===== src/rtl/clk_div_prog.sv =====
// Runtime-programmable 50%-duty integer clock divider with a shadowed divisor,
// enable, per-period tick and illegal-divisor reporting.
`timescale 1ns/1ps
module clk_div_prog #(
  parameter int WIDTH     = 8,
  parameter int RESET_DIV = 3
) (
  input  logic             clk,
  input  logic             rst,
  input  logic             en,
  input  logic [WIDTH-1:0] div_val,
  input  logic             div_load,
  output logic             clk_out,
  output logic             tick,
  output logic             pending,
  output logic             cfg_err,
  output logic [WIDTH-1:0] cur_div
);

  localparam logic [WIDTH-1:0] RST_DIV = WIDTH'(RESET_DIV);
  localparam logic [WIDTH-1:0] RST_CNT = WIDTH'(RESET_DIV - 1);
  localparam logic [WIDTH-1:0] ONE     = WIDTH'(1);
  localparam logic [WIDTH-1:0] MIN_DIV = WIDTH'(2);

  // High-phase length: ceil(d/2), one bit wider so 2^WIDTH-1 cannot overflow.
  function automatic logic [WIDTH:0] half_up(input logic [WIDTH-1:0] d);
    return ({1'b0, d} + {{WIDTH{1'b0}}, 1'b1}) >> 1;
  endfunction

  logic [WIDTH-1:0] cnt;
  logic [WIDTH-1:0] act_div;
  logic [WIDTH-1:0] shadow;
  logic             p;
  logic             n;

  logic             wrap;
  logic             swap;
  logic             load_ok;
  logic [WIDTH-1:0] cnt_nxt;
  logic [WIDTH-1:0] div_nxt;
  logic             p_nxt;

  always_comb begin
    wrap    = (cnt == act_div - ONE);
    swap    = wrap & pending;
    cnt_nxt = wrap ? '0 : cnt + ONE;
    div_nxt = swap ? shadow : act_div;
    p_nxt   = ({1'b0, cnt_nxt} < half_up(div_nxt));
    load_ok = div_load & (div_val >= MIN_DIV);
  end

  always_ff @(posedge clk or posedge rst) begin
    if (rst) begin
      cnt     <= RST_CNT;
      act_div <= RST_DIV;
      shadow  <= RST_DIV;
      p       <= 1'b0;
      tick    <= 1'b0;
      pending <= 1'b0;
      cfg_err <= 1'b0;
    end else begin
      cfg_err <= div_load & ~load_ok;
      if (en) begin
        cnt     <= cnt_nxt;
        act_div <= div_nxt;
        p       <= p_nxt;
        tick    <= wrap;
      end else begin
        tick    <= 1'b0;
      end
      // A load on a swapping wrap keeps pending set: it targets the next wrap.
      if (load_ok) begin
        shadow  <= div_val;
        pending <= 1'b1;
      end else if (en && swap) begin
        pending <= 1'b0;
      end
    end
  end

  // Half-cycle retimed copy of p; ANDed in for odd divisors to centre the duty.
  always_ff @(negedge clk or posedge rst) begin
    if (rst) n <= 1'b0;
    else     n <= p;
  end

  assign clk_out = act_div[0] ? (p & n) : p;
  assign cur_div = act_div;

endmodule


===== config.mk =====
export PLATFORM = sky130hd
export DESIGN_NAME = clk_div_prog
export DESIGN_NICKNAME = d
export VERILOG_FILES = /design/src/rtl/clk_div_prog.sv
export SDC_FILE = /design/constraint.sdc
export NUM_CORES = 1
export LEC_CHECK = 0
export ABC_AREA = 1
export BUFFER_PORTS_ARGS = -buffer_cell sky130_fd_sc_hd__buf_2
export CORE_UTILIZATION = 48
export DETAILED_ROUTE_END_ITERATION = 10
export PLACE_DENSITY_LB_ADDON = 0.25
export REMOVE_ABC_BUFFERS = 1
export SYNTH_ARGS = -nofsm -noshare
export SYNTH_HDL_FRONTEND = slang
export SYNTH_SLANG_ARGS = --single-unit

===== constraint.sdc =====
create_clock -name clk -period 4.9 [get_ports clk]
set_input_delay 0.98 -clock clk [delete_from_list [all_inputs] [get_ports clk]]
set_output_delay 0.98 -clock clk [all_outputs]
set_load 0.005 [all_outputs]

==> run metrics <==
Clock Power Share=15.7%; Longest Clk Path Bufs=2; max-slew violations=0; share of cells above drive strength 1=18.2%; CP Max Fanout=1; Congestion Overflow GR=0; Initial Util=50.0%; Netlist cell types=31; Overall Global Routing Usage=21.8%; CTS tree=yes; Sw Ratio=46.0%; skew final=about 0.01 ns; pin count of the biggest net entering global routing=29; NetSw=563 µW; DP HPWL=3390 µm; Cell Rows=23; Slew headroom=61.6%; via count=roughly 1800; worst skew pair latency=around 0.29 ns; Least-Margin Pin Slew=0.575 ns; drt drc=0; Area Overhead vs Synth=11.6%; Synth Cell Area=2020 µm²; 1st-iter DRT viols=approximately 120; count of final setup violators=0; max incr delay on CP=0.33 ns; pre-CTS worst setup slack=~0.87 ns; I/O pin cnt=24; final hold violation count=0; Seq/Total Area, Yosys=between 30% and 40%; number of global-route vias before repair=1556; Ys Warns=0; Slowest-stage cell, CP=dfrtn_1; status=completed; #FFs+latches synth=29; post-route ant nets=0; Nets=around 340; cts bufs inserted=5; maxcap violations=0; most common cell after layout, fill and taps aside=nand2_1; register share of total power=32.0%; Clock Sink Count=29; critical path data arrival time=3.35 ns; RSZ-0062 raised after global routing=no; Cell Area, Placed=2170 µm²; Mean Syn Cell Area=7.00 µm²; Internal=661 µW; crit start category=register; Crit Path Class=register to primary output; Pre-antenna DRT Iters=4; overall die width=66.8 µm; TNS Setup=0 ns; Lkg Pwr=1.19 nW; Post-CTS Setup Inserts=0; chip height=approximately 67 µm; clk slew on worst S/H paths=0.06 ns; Max VDD drop=0.000209 V; CTS resizes=0; Post-Syn Instances=about 290; # port buffers=23; crit-path cells=o21a_1 -> buf_2; DIE AREA=4460 µm²; Final Instance Count excl. Fillers=364; CORE AREA=4030 µm²; routed len/inst=12.2 µm; placed cells=between 300 and 400; Logic pwr share=52.3%; setup ws final=between 0.5 and 0.6 ns; Design Area, Final=2250 µm²; H-Tree Depth=2; Power Density=around 540 nW/µm²; crit end category=primary output; most frequent cells in the layout=104 x nand2_1, 31 x inv_1, 24 x nor2_1, 23 x dfrtp_1, 23 x buf_2; HP Class=register to register; Clock Root Buffer=clkbuf_8; initial antenna violation count=0; WP data required=just under 4 ns; CTS Hold Bufs=0; DR vias/cell=4.98; first-pass GRT wire length=between 6000 and 7000 µm; n_diodes=0; routability cong.=0.832; final-layout worst hold slack=0.474 ns; WL final=about 4500 µm
-- layout make-up --
| class | instances | area [µm²] |
|---|---|---|
| Sequential cell | 29 | 732 |
| Multi-Input combinational cell | 218 | 1120 |
| Tap cell | 50 | 62.6 |
| Fill cell | 386 | 1780 |
| Inverter | 35 | 133 |
| Clock buffer | 8 | 80.1 |
| Timing Repair Buffer | 24 | 123 |
-- metal layers --
metal  share of wire, %  routed length [µm]  track usage, %  vias to the layer above
met4               0.81                  36            7.71                        0
met2                 48                2160            37.0                       42
met5                  0                   0               0                        -
met3                4.6                 203            5.82                        4
met1                 46                2060            26.3                      807
li1                   -                   -               -                      958
-- per-stage QoR --
stage,util (%),power [mW]
final,55.8,1.22
after global routing,55.8,1.34
after CTS,55.8,1.23
after detailed placement,53.9,1.03
after global placement,53.9,1.01
after floorplan,-,0.872
-- worst max-delay path: cells and delay by family, from the launching register on --
kind	cells	cell delay, ns
buffers and inverters	1	0.12
AO/OA/AOI/OAI	1	0.17
flip-flops	1	0.33
-- state kept, by name, indices dropped and copies added, names as in the netlist --
register  cells
cfg_err       1
cnt           8
cur_div       8
n             1
p             1
pending       1
shadow        8
tick          1
-- final timing paths --
path,from,end,slack [ns],depth (start not counted)
worst max-delay path,n,clk_out,0.57,2
worst min register to register,shadow[0],shadow[0],0.47,2
worst min-delay path,shadow[0],shadow[0],0.47,2
worst max register to register,cur_div[0],p,1.24,25
min in group asynchronous,rst,cnt[4],0.87,3
max in group asynchronous,rst,n,1.83,2
-- synthesized netlist by cell type --
| master | instances | area share, % |
|---|---|---|
| o21ai_1 | 2 | 0.50 |
| nor2_2 | 5 | 1.6 |
| a21oi_1 | 7 | 1.7 |
| xor2_1 | 7 | 3.0 |
| clkbuf_1 | 4 | 0.74 |
| nand3_4 | 1 | 0.87 |
| nand3_2 | 1 | 0.50 |
| inv_2 | 3 | 0.56 |
| xnor2_1 | 2 | 0.87 |
| buf_6 | 1 | 0.56 |
| o21ai_2 | 4 | 1.7 |
| nor2_4 | 2 | 1.1 |
| a31oi_1 | 2 | 0.62 |
| nor3_1 | 2 | 0.50 |
| nand2_2 | 5 | 1.6 |
| dfrtp_1 | 23 | 29 |
| clkbuf_2 | 1 | 0.25 |
| dfrtn_1 | 1 | 1.2 |
| o21ai_4 | 1 | 0.81 |
| o21ai_0 | 22 | 5.5 |
| or2_0 | 1 | 0.31 |
| clkinv_2 | 1 | 0.25 |
| dfstp_2 | 5 | 6.5 |
| nor2_1 | 24 | 4.5 |
| o21a_1 | 1 | 0.37 |
| ha_1 | 10 | 6.2 |
| nand2_1 | 104 | 19 |
| nand4_1 | 3 | 0.93 |
| nand3_1 | 11 | 2.7 |
| inv_1 | 31 | 5.8 |
| nor4_1 | 1 | 0.31 |
-- power by group through the flow --
stage	registers (mW)	clock network [mW]	logic (mW)
3_5_place_dp	0.394	0	0.637
6_report	0.392	0.192	0.640
2_1_floorplan	0.376	0	0.496
4_1_cts	0.390	0.197	0.642
3_3_place_gp	0.392	0	0.615
5_1_grt	0.401	0.207	0.729
-- logic make-up (layout without fill, tap and decap cells) --
kind of cell	Yosys count	count (layout)	synth area share, %
xor+xnor	9	9	3.91
flops	29	29	36.3
simple gates	160	160	34.2
buf+inv	41	67	8.13
fa+ha+maj	10	10	6.21
compound gates	39	39	11.2
(Power assumes the default switching activity.)
